`src/rtl/para_pkg.sv`:
```
// Shared definitions for the multi-channel hit extractor: register map,
// channel FSM encoding, register reset values and event word layout.
// Optional feature macro: PARA_TIMESTAMP_EN (adds a 32-bit cycle stamp to events).
package para_pkg;

  typedef enum logic [1:0] {
    ST_IDLE = 2'd0,
    ST_ARM  = 2'd1,
    ST_LOCK = 2'd2
  } ch_state_e;

  // register offsets (addr[7:0])
  localparam logic [7:0] REG_TH_LO   = 8'h00;
  localparam logic [7:0] REG_TH_HI   = 8'h01;
  localparam logic [7:0] REG_HDT_LO  = 8'h02;
  localparam logic [7:0] REG_HDT_HI  = 8'h03;
  localparam logic [7:0] REG_LDT_LO  = 8'h04;
  localparam logic [7:0] REG_LDT_HI  = 8'h05;
  localparam logic [7:0] REG_CTRL    = 8'h06;
  localparam logic [7:0] REG_HCNT_LO = 8'h08;
  localparam logic [7:0] REG_HCNT_HI = 8'h09;
  localparam logic [7:0] REG_OVF     = 8'h0A;
  localparam logic [7:0] REG_LEVEL   = 8'h0B;

  // register reset values
  localparam logic [15:0] TH_RST  = 16'h0800;
  localparam logic [15:0] HDT_RST = 16'd4;
  localparam logic [15:0] LDT_RST = 16'd16;
  localparam logic        EN_RST  = 1'b1;

  // event word layout, LSB first: hit_id, peak, ch, [ts]
  localparam int HID_W   = 16;
  localparam int HID_LSB = 0;
  localparam int PEAK_LSB = HID_W;
`ifdef PARA_TIMESTAMP_EN
  localparam int TS_W = 32;
`else
  localparam int TS_W = 0;
`endif

  function automatic int ch_lsb(input int data_w);
    return HID_W + data_w;
  endfunction

  function automatic int ts_lsb(input int ch_w, input int data_w);
    return HID_W + data_w + ch_w;
  endfunction

endpackage

```
`src/rtl/para_evt_fifo.sv`:
```
// Synchronous first-word-fall-through FIFO for hit events. A push while full
// is accepted only when a pop happens in the same cycle. Output reads 0 when empty.
module para_evt_fifo #(
  parameter int DEPTH = 16,
  parameter int WIDTH = 35
) (
  input  logic                   clk_i,
  input  logic                   rst_ni,
  input  logic                   clr_i,
  input  logic                   push_i,
  input  logic [WIDTH-1:0]       data_i,
  input  logic                   pop_i,
  output logic [WIDTH-1:0]       data_o,
  output logic                   full_o,
  output logic                   empty_o,
  output logic [$clog2(DEPTH):0] level_o
);

  localparam int AW = $clog2(DEPTH);

  logic [WIDTH-1:0] mem_q [DEPTH];
  logic [AW:0]      wr_q, rd_q;
  logic             do_push, do_pop;

  assign level_o = wr_q - rd_q;
  assign empty_o = (wr_q == rd_q);
  assign full_o  = (level_o == (AW+1)'(DEPTH));
  assign do_pop  = pop_i && !empty_o;
  assign do_push = push_i && (!full_o || do_pop);
  assign data_o  = empty_o ? '0 : mem_q[rd_q[AW-1:0]];

  // storage; contents are don't-care until written, output is masked when empty
  always_ff @(posedge clk_i) begin
    if (do_push) mem_q[wr_q[AW-1:0]] <= data_i;
  end

  // read/write pointers with an extra wrap bit so full and empty differ
  always_ff @(posedge clk_i or negedge rst_ni) begin
    if (!rst_ni) begin
      wr_q <= '0;
      rd_q <= '0;
    end else if (clr_i) begin
      wr_q <= '0;
      rd_q <= '0;
    end else begin
      if (do_push) wr_q <= wr_q + 1'b1;
      if (do_pop)  rd_q <= rd_q + 1'b1;
    end
  end

endmodule

```
`src/rtl/para_hit_mc.sv`:
```
// Multi-channel hit extractor. One time-multiplexed sample per cycle runs
// through a 2-stage pipeline (state read, update/write-back) against a
// per-channel IDLE/ARM/LOCK FSM; fired hits go into an event FIFO.
// Optional feature macro: PARA_TIMESTAMP_EN.
module para_hit_mc
  import para_pkg::*;
#(
  parameter int N_CH       = 8,
  parameter int CH_W       = $clog2(N_CH),
  parameter int DATA_W     = 16,
  parameter int CNT_W      = 16,
  parameter int FIFO_DEPTH = 16
) (
  input  logic                             clk_sys,
  input  logic                             rst_n,
  input  logic [DATA_W-1:0]                sm_data,
  input  logic [CH_W-1:0]                  sm_ch,
  input  logic                             sm_vld,
  output logic [TS_W+CH_W+DATA_W+HID_W-1:0] ph_data,
  output logic                             ph_vld,
  input  logic                             ph_rdy,
  input  logic                             fx_wr,
  input  logic [21:0]                      fx_waddr,
  input  logic [7:0]                       fx_data,
  input  logic                             fx_rd,
  input  logic [21:0]                      fx_raddr,
  output logic [7:0]                       fx_q,
  input  logic [5:0]                       dev_id
);

  localparam int EVT_W  = TS_W + CH_W + DATA_W + HID_W;
  localparam int LVL_W  = $clog2(FIFO_DEPTH) + 1;
  localparam int CH_LSB = ch_lsb(DATA_W);

  typedef struct packed {
    ch_state_e         st;
    logic [CNT_W-1:0]  cnt;
    logic [DATA_W-1:0] peak;
  } ch_t;

  localparam ch_t CH_RST = '{st: ST_IDLE, cnt: '0, peak: '0};

  // configuration / status
  logic [15:0]      th_q, hdt_q, ldt_q;
  logic             en_q;
  logic [HID_W-1:0] hid_q;
  logic [15:0]      hcnt_q;
  logic [7:0]       ovf_q, fxq_q, fxq_d;

  // pipeline
  ch_t               ch_q [N_CH];
  logic              s1_vld_q;
  logic [CH_W-1:0]   s1_ch_q;
  logic [DATA_W-1:0] s1_data_q;
  ch_t               s1_st_q;
  ch_t               nxt;
  logic              fire, wb_en, above;
  logic [DATA_W-1:0] pk_max, th_c;
  logic [CNT_W-1:0]  cnt_inc, hdt_c, ldt_c;

  // bus / fifo glue
  logic             wsel, clr;
  logic             push_req, push_ok, drop, pop;
  logic             f_full, f_empty;
  logic [LVL_W-1:0] f_lvl;
  logic [EVT_W-1:0] evt;
  logic             unused_addr;

  assign wsel  = fx_wr && (fx_waddr[21:16] == dev_id);
  assign clr   = wsel && (fx_waddr[7:0] == REG_CTRL) && fx_data[1];
  assign wb_en = s1_vld_q && en_q;
  assign th_c  = DATA_W'(th_q);
  assign hdt_c = CNT_W'(hdt_q);
  assign ldt_c = CNT_W'(ldt_q);
  assign unused_addr = ^{fx_waddr[15:8], fx_raddr[15:8]};

`ifdef PARA_TIMESTAMP_EN
  logic [31:0] ts_q, s1_ts_q;

  // free-running cycle stamp, captured alongside each sample
  always_ff @(posedge clk_sys or negedge rst_n) begin
    if (!rst_n) begin
      ts_q    <= '0;
      s1_ts_q <= '0;
    end else begin
      ts_q    <= ts_q + 32'd1;
      s1_ts_q <= ts_q;
    end
  end
`endif

  // stage 1: capture sample and its channel state, bypassing the write-back in flight
  always_ff @(posedge clk_sys or negedge rst_n) begin
    if (!rst_n) begin
      s1_vld_q  <= 1'b0;
      s1_ch_q   <= '0;
      s1_data_q <= '0;
      s1_st_q   <= CH_RST;
    end else begin
      s1_vld_q  <= sm_vld && en_q;
      s1_ch_q   <= sm_ch;
      s1_data_q <= sm_data;
      s1_st_q   <= (wb_en && (s1_ch_q == sm_ch)) ? nxt : ch_q[sm_ch];
    end
  end

  // stage 2: channel FSM next state and fire decision
  always_comb begin
    nxt     = s1_st_q;
    fire    = 1'b0;
    above   = (s1_data_q >= th_c);
    pk_max  = (s1_data_q > s1_st_q.peak) ? s1_data_q : s1_st_q.peak;
    cnt_inc = (&s1_st_q.cnt) ? s1_st_q.cnt : s1_st_q.cnt + 1'b1;
    case (s1_st_q.st)
      ST_IDLE: begin
        if (above) begin
          nxt.peak = s1_data_q;
          if (hdt_c <= CNT_W'(1)) begin
            fire    = 1'b1;
            nxt.st  = ST_LOCK;
            nxt.cnt = '0;
          end else begin
            nxt.st  = ST_ARM;
            nxt.cnt = CNT_W'(1);
          end
        end
      end
      ST_ARM: begin
        if (above) begin
          nxt.peak = pk_max;
          // >= so a hold time lowered mid-hit still fires instead of stalling in ARM
          if (cnt_inc >= hdt_c) begin
            fire    = 1'b1;
            nxt.st  = ST_LOCK;
            nxt.cnt = '0;
          end else begin
            nxt.cnt = cnt_inc;
          end
        end else begin
          nxt.st  = ST_IDLE;
          nxt.cnt = '0;
        end
      end
      ST_LOCK: begin
        nxt.cnt = cnt_inc;
        if (cnt_inc >= ldt_c) begin
          nxt.st  = ST_IDLE;
          nxt.cnt = '0;
        end
      end
      default: nxt = CH_RST;
    endcase
  end

  // event word assembly for the firing sample
  always_comb begin
    evt = '0;
    evt[HID_LSB +: HID_W]   = hid_q;
    evt[PEAK_LSB +: DATA_W] = nxt.peak;
    evt[CH_LSB +: CH_W]     = s1_ch_q;
`ifdef PARA_TIMESTAMP_EN
    evt[ts_lsb(CH_W, DATA_W) +: TS_W] = s1_ts_q;
`endif
  end

  // per-channel state write-back; disable parks every channel in IDLE
  always_ff @(posedge clk_sys or negedge rst_n) begin
    if (!rst_n) begin
      for (int i = 0; i < N_CH; i++) ch_q[i] <= CH_RST;
    end else if (!en_q) begin
      for (int i = 0; i < N_CH; i++) ch_q[i] <= CH_RST;
    end else if (wb_en) begin
      ch_q[s1_ch_q] <= nxt;
    end
  end

  assign pop      = !f_empty && ph_rdy;
  assign push_req = wb_en && fire && !clr;
  assign push_ok  = push_req && (!f_full || pop);
  assign drop     = push_req && f_full && !pop;
  assign ph_vld   = !f_empty;

  para_evt_fifo #(
    .DEPTH (FIFO_DEPTH),
    .WIDTH (EVT_W)
  ) u_fifo (
    .clk_i   (clk_sys),
    .rst_ni  (rst_n),
    .clr_i   (clr),
    .push_i  (push_req),
    .data_i  (evt),
    .pop_i   (pop),
    .data_o  (ph_data),
    .full_o  (f_full),
    .empty_o (f_empty),
    .level_o (f_lvl)
  );

  // register read mux; unselected or unmapped offsets read as zero
  always_comb begin
    fxq_d = 8'h00;
    if (fx_raddr[21:16] == dev_id) begin
      case (fx_raddr[7:0])
        REG_TH_LO:   fxq_d = th_q[7:0];
        REG_TH_HI:   fxq_d = th_q[15:8];
        REG_HDT_LO:  fxq_d = hdt_q[7:0];
        REG_HDT_HI:  fxq_d = hdt_q[15:8];
        REG_LDT_LO:  fxq_d = ldt_q[7:0];
        REG_LDT_HI:  fxq_d = ldt_q[15:8];
        REG_CTRL:    fxq_d = {7'd0, en_q};
        REG_HCNT_LO: fxq_d = hcnt_q[7:0];
        REG_HCNT_HI: fxq_d = hcnt_q[15:8];
        REG_OVF:     fxq_d = ovf_q;
        REG_LEVEL:   fxq_d = 8'(f_lvl);
        default:     fxq_d = 8'h00;
      endcase
    end
  end

  assign fx_q = fxq_q;

  // config writes, read data register, hit/overflow counters; clr beats a coincident fire
  always_ff @(posedge clk_sys or negedge rst_n) begin
    if (!rst_n) begin
      th_q   <= TH_RST;
      hdt_q  <= HDT_RST;
      ldt_q  <= LDT_RST;
      en_q   <= EN_RST;
      hid_q  <= '0;
      hcnt_q <= '0;
      ovf_q  <= '0;
      fxq_q  <= '0;
    end else begin
      if (wsel) begin
        case (fx_waddr[7:0])
          REG_TH_LO:  th_q[7:0]   <= fx_data;
          REG_TH_HI:  th_q[15:8]  <= fx_data;
          REG_HDT_LO: hdt_q[7:0]  <= fx_data;
          REG_HDT_HI: hdt_q[15:8] <= fx_data;
          REG_LDT_LO: ldt_q[7:0]  <= fx_data;
          REG_LDT_HI: ldt_q[15:8] <= fx_data;
          REG_CTRL:   en_q        <= fx_data[0];
          default: ;
        endcase
      end
      if (fx_rd) fxq_q <= fxq_d;
      if (clr) begin
        hid_q  <= '0;
        hcnt_q <= '0;
        ovf_q  <= '0;
      end else begin
        if (push_ok) begin
          hid_q  <= hid_q + 1'b1;
          hcnt_q <= hcnt_q + 1'b1;
        end
        if (drop && (ovf_q != 8'hFF)) ovf_q <= ovf_q + 1'b1;
      end
    end
  end

endmodule

```
`config.mk`:
```
export PLATFORM = sky130hd
export DESIGN_NAME = para_hit_mc
export DESIGN_NICKNAME = d
export VERILOG_FILES = /design/src/rtl/para_pkg.sv /design/src/rtl/para_evt_fifo.sv /design/src/rtl/para_hit_mc.sv
export SDC_FILE = /design/constraint.sdc
export NUM_CORES = 1
export LEC_CHECK = 0
export CAP_MARGIN = 25
export CELL_PAD_IN_SITES_DETAIL_PLACEMENT = 0
export CELL_PAD_IN_SITES_GLOBAL_PLACEMENT = 1
export CORE_MARGIN = 1.5
export CORE_UTILIZATION = 53
export CTS_CLUSTER_DIAMETER = 30
export DETAILED_ROUTE_END_ITERATION = 8
export PLACE_DENSITY = 0.91
export SKIP_CTS_REPAIR_TIMING = 1
export SYNTH_ARGS = -nofsm -noshare
export SYNTH_HDL_FRONTEND = slang
export SYNTH_SLANG_ARGS = --single-unit
```
`constraint.sdc`:
```
create_clock -name clk_sys -period 6.2 [get_ports clk_sys]
set_input_delay 0.93 -clock clk_sys [delete_from_list [all_inputs] [get_ports clk_sys]]
set_output_delay 0.93 -clock clk_sys [all_outputs]
set_load 0.01 [all_outputs]
```
# Word-level counts from Yosys, hierarchy flattened
# Memories as Yosys holds them, arrays and structs flattened.
# Cells that the tools add are included.
# word_totals
ramBits,560
output_inout_bits,44
word_cells,163
romBits,0
latch_bits,0
regBits,433
input_bits,83
memories,1
# memory_table
memory,depth,word_bits,read_ports,rd_ports_with_merged_regs,write_ports,line_no,source
u_fifo.mem_q,16,35,1,0,1,para_evt_fifo.sv:21,logic [WIDTH-1:0] mem_q [DEPTH];
# op_classes
eq_ne,25
n_bitwise,2
multipliers,0
reduce_logical,37
div,0
n_lt_le_gt_ge,8
add_sub_neg,7
mux,40
shift,0
# ops
op,count
272-bit 2-to-1 mux,2
272-bit bitwise mux,1
34-bit 2-to-1 mux,5
16-bit 2-to-1 mux,8
34-bit binary-select mux with 3-bit select,1
34-bit demux with 3-bit select,1
8-bit one-hot mux with 11 select lines,1
18-bit 2-to-1 mux,3
18-bit one-hot mux with 3 select lines,1
"16-bit by 1-bit adder with 16-bit output, second input constant",3
"8-bit by 3-bit equality test with 1-bit output, second input constant",6
16-bit >= comparator,3
16-bit one-hot mux with 3 select lines,1
35-bit 2-to-1 mux,1
"8-bit by 2-bit equality test with 1-bit output, second input constant",4
"8-bit by 4-bit equality test with 1-bit output, second input constant",4
8-bit 2-to-1 mux,3
5-bit 2-to-1 mux,4
"8-bit by 1-bit equality test with 1-bit output, second input constant",2
16-bit greater-than comparator,1
"16-bit by 1-bit <= comparator with 1-bit output, second input constant",1
1-bit logical AND,16
8-bit zero test,2
16-bit AND reduction,1
other kinds (22),44

# Logic depth before layout (Yosys ltp)
# logic_depth
depth_word,13
ltp_mapped,19
depth_no_buf,15

# Hierarchy
# A second synthesis with hierarchy kept.
# hier_totals
hier_cells,2918
area_unflattened_um2,43007.5
# by_module_without_submodules
mod,area_per_inst_um2,seq_area_each_um2,cells_per_inst,n_inst
para_evt_fifo,22140.0,17066.4,933,1
para_hit_mc,20867.5,10590.2,1985,1

# Least setup slack after synthesis
# No wires, ideal clock.
# synth_timing
kind,flip-flop to flip-flop
startpoint,reg s1_st_q[16] (netlist name)
endpoint,"mem u_fifo.mem_q[10][0], enable pin"
synth_period_minus_slack_ps,4659
required_ps,5805
setup_slack_ps,1541
path_stages_with_launch,16
setup_time_ps,395
t_arrival_ps,4264
path_buffers,2
path_cell_list,dfrtp_1 > ha_1 > and2_0 > and4_1 > buf_4 > nor4b_2 > xor2_1 > ha_1 > nand4_1 > nor4_1 > a32oi_1 > a211oi_2 > nand4_2 > buf_2 > nor3b_1 > and2_1
# synth_between
elab_chain_cells,11
elab_cells_between_ends,12
cone_classes,add/sub (1); order compare (1); mux (6); reduce/logical (4)
# synth_rtl
element,line_no,source
"start, declared",para_hit_mc.sv:55,ch_t s1_st_q;
"start signal, assigned",para_hit_mc.sv:103,s1_st_q <= (wb_en && (s1_ch_q == sm_ch)) ? nxt : ch_q[sm_ch];
16-bit by 1-bit adder with 16-bit output or 16-bit AND reduction (tied branches),para_hit_mc.sv:113,cnt_inc = (&s1_st_q.cnt) ? s1_st_q.cnt : s1_st_q.cnt + 1'b1;
16-bit 2-to-1 mux (*),para_hit_mc.sv:113,
16-bit >= comparator (*),para_hit_mc.sv:132,if (cnt_inc >= hdt_c) begin
1-bit 2-to-1 mux (*),para_hit_mc.sv:132,
1-bit 2-to-1 mux (*),para_hit_mc.sv:129,if (above) begin
1-bit one-hot mux with 2 select lines (*),para_hit_mc.sv:114,case (s1_st_q.st)
1-bit logical AND (*) (2 in series),para_hit_mc.sv:178,assign push_req = wb_en && fire && !clr;
1-bit logical AND (*),para_evt_fifo.sv:29,assign do_push = push_i && (!full_o || do_pop);
1-bit 2-to-1 mux (*),para_evt_fifo.sv:34,if (do_push) mem_q[wr_q[AW-1:0]] <= data_i;
1-bit 2-to-1 mux (implied by the code) (*),para_evt_fifo.sv:34,
"end, declared",para_evt_fifo.sv:21,
# Mark *: on every way between the ends. The rest lies on a longest branch, timed or not.

# Final worst setup path
# layout_timing
startpoint,reg s1_st_q[16] (netlist name)
endpoint,"mem u_fifo.mem_q[4][32], enable pin"
# Same word-level chain as after synthesis.

==> results.json <==
{
  "status": "complete, no violations",
  "drtIter0Drc": 2908,
  "die_h_um": 289,
  "synth_area_um2": 43400,
  "synth_edf_count": 560,
  "synthCells": 2870,
  "cts_made_buffers": 166,
  "drtPass1Iterations": 5,
  "ys_top_cells_by_count": "edfxtp_1, dfrtp_1, nand2_1, mux4_2, o21ai_0",
  "rsz0062_at_grt": "false",
  "worstMarginPinSlew_ps": 1040,
  "worstPathMaxFanout": 23,
  "gp_congestion": 0.899,
  "root_buffer": "clkbuf_16",
  "worstSetupStartpointType": "flip-flop",
  "die_area_um2": 83700,
  "synthArstFlopShare_pct": 43.6,
  "path_class": "flip-flop to flip-flop",
  "clkSlewWorstSetupHoldPaths_ps": 50,
  "clkSinkCount": 993,
  "ant_nets": 0,
  "synthToLayoutAreaGrowth_pct": 19.7,
  "clock.fmax_ghz": 0.186,
  "path_cells": "ha_1 > and2_0 > nand4_1 > nand2_1 > o31ai_1 > nand2_1 > ha_1 > nand4_1 > nor4_1 > a32oi_1 > a211oi_2 > nand4_2 > buf_4 > nor3_1 > and2_2 > buf_4",
  "port-buffer-count": 110,
  "clock_path_buffers": 3,
  "cp_slowest_cell": "and2_2",
  "ys_warn_count": 0,
  "finalMaxSlewViolations": 0,
  "synth_top_area_share_pct": 38.7,
  "grt_overflow": 0,
  "ys_seq_elements": 993,
  "finalHoldViolations": 0,
  "dp_cells": 3937,
  "p_per_area_nw_per_um2": 377,
  "num_rows": 104,
  "first_global_vias": 29000,
  "antenna_cells": 0,
  "dp_slack_ps": 991,
  "grtUsageTotal_pct": 29.4,
  "hp-class": "primary input to async pin",
  "power_w": 0.0196,
  "h-tree-depth": 4,
  "antenna_found_initial": 4,
  "min_period_over_period_pct": 86.9,
  "yosys-mux-area-fraction_pct": 14.6,
  "nNetsFinal": 3212,
  "p_leak_nw": 20.2,
  "place_hpwl_mm": 68.0,
  "final.setup_skew_ps": 63.0,
  "drc": 0,
  "setup_viol": 0,
  "synth_top_family_by_area": "multiplexers",
  "synth.distinct_cells": 90,
  "synthFlopType": "edfxtp_1",
  "synthAdderAreaFrac_pct": 2.26,
  "syn_area_per_cell_um2": 15.1,
  "period_minus_slack_ps": 5390,
  "maxSlewHeadroom_pct": 30.7,
  "vias": 27700,
  "fin_cells": 4255,
  "wirelength_mm": 121,
  "cp-end-kind": "flip-flop",
  "die_x_um": 289,
  "synth_compound_gate_area_share_pct": 8.20,
  "ys_seq_area_share_pct": 63.7,
  "yosys-top-cells-area": "edfxtp_1, dfrtp_1, mux4_2",
  "synthSimpleGateAreaFrac_pct": 7.35,
  "routedWlPerCell_um": 28.5,
  "core_area_um2": 80800,
  "setup_ws_ps": 812,
  "nFillCells": 5223,
  "post-synth-top-count-cell": "edfxtp_1",
  "critPathArrivalTime_ps": 5770,
  "setup_tns_ps": 0,
  "tritoncts": "built",
  "synth_xor_area_share_pct": 1.33,
  "pin_count": 127,
  "peakVddDrop_v": 0.000259,
  "grt_max_degree": 174,
  "grt_pass1_wl_mm": 181,
  "drive_gt1_share_pct": 23.8,
  "insertion_delay_ps": 780,
  "yosysTopAreaCell": "edfxtp_1",
  "drv_cap": 0,
  "vias_per_cell": 6.51,
  "syn-num-nets": 3031,
  "initial_core_util_pct": 53.7,
  "required_ps": 6590,
  "cpPeakStageDelay_ps": 630
}
## where the power goes
| part | leakage [nW] | switching [W] | internal [W] | total [W] |
|---|---|---|---|---|
| clock network | 2.82 | 0.00360 | 0.00599 | 0.00958 |
| logic | 6.08 | 0.00144 | 0.00145 | 0.00289 |
| registers | 11.3 | 0.000106 | 0.00701 | 0.00712 |
| total | 20.2 | 0.00514 | 0.0145 | 0.0196 |
## routing by layer
metal / wire length (um) / vias up / track usage (%) / part of all wire [%]
li1: - / 11400 / - / -
met1: 45000 / 14300 / 37.7 / 37
met2: 59400 / 1687 / 47.5 / 49
met3: 12100 / 360 / 8.13 / 10
met4: 4700 / 6 / 12.3 / 3.9
met5: 42 / - / 0 / 0.035
## critical path: cells and delay by family, from the launching register on
kind / cells / cell delay (ps)
AOI/OAI and AO/OA: 3 / 860
adders and majority gates: 2 / 590
buffers and inverters: 2 / 700
DFF: 1 / 410
and+or+nand+nor: 9 / 2440
## cells by family (layout without fill, tap and decap cells)
kind of cell    count (synthesis)  in the layout
fa+ha+maj                      78             78
simple gates                  628            628
mux                           313            313
flops                         993            993
xor+xnor                       65             65
compound gates                511            511
buf+inv                       282            607
## stage by stage
step | util (%) | hold slack (ps) | instance area, um^2
finish | 64.3 | 241 | 52000
global route | 64.3 | 335 | 52000
CTS | 64.2 | 269 | 51900
detailed placement | 56.8 | 467 | 45900
global placement | 56.6 | 456 | 45800
floorplan | - | 445 | 43400
## placed cells by master (no fill, tap or decap), types with 11 or more instances in the layout
cell               n
clkinv_2          21
buf_4             53
edfxtp_1         560
inv_1            108
and2_2            13
a211oi_1          28
mux4_2           251
a21o_1            21
nor2b_1           32
clkbuf_16        168
ha_1              77
nor3_1            29
nand4_1           32
mux2_2            36
and2_1            44
xor2_1            15
a21oi_1           53
bufinv_16         20
o21ai_1           64
clkinvlp_4        24
xnor2_1           49
nor2_1            95
nand2_1          261
nand3_1           18
inv_6             20
and3_1            19
clkbuf_1          17
mux2i_1           26
o21ai_0          156
nand2b_1          11
a22o_1            99
a22oi_4           11
clkdlybuf4s50_1  106
dfrtp_1          426
## final timing paths
| path | start | to | slack, ps | cells past startpoint |
|---|---|---|---|---|
| setup / recovery | s1_st_q[16] | u_fifo.mem_q[4][32] | 810 | 16 |
| hold / removal | rst_n | ch_q[51] | 240 | 1 |
| setup reg to reg | s1_st_q[16] | u_fifo.mem_q[4][32] | 810 | 16 |
| hold reg to reg | ch_q[51] | ch_q[51] | 480 | 2 |
| max in group asynchronous | rst_n | ch_q[241] | 4460 | 2 |
| min in group clk_sys | ch_q[51] | ch_q[51] | 480 | 2 |
## final cells by class
type	instances	area, um^2	area share [%]
flip-flops and latches	993	27700	53.2
multi-input cells	1595	14700	28.3
clock buffers	190	4330	8.32
repair buffers	184	1900	3.65
clock inverters	122	1620	3.12
well taps	1060	1330	2.55
inverters	111	417	0.801
## sequential cells by signal (all words and copies together), names as in the netlist
register,cells
u_fifo.mem_q,560
ch_q,272
s1_st_q,34
hcnt_q,16
hdt_c,16
hid_q,16
ldt_c,16
s1_data_q,16
th_c,16
fx_q,8
ovf_q,8
u_fifo.rd_q,5
u_fifo.wr_q,5
s1_ch_q,3
en_q,1
s1_vld_q,1
(Power assumes the default switching activity.)
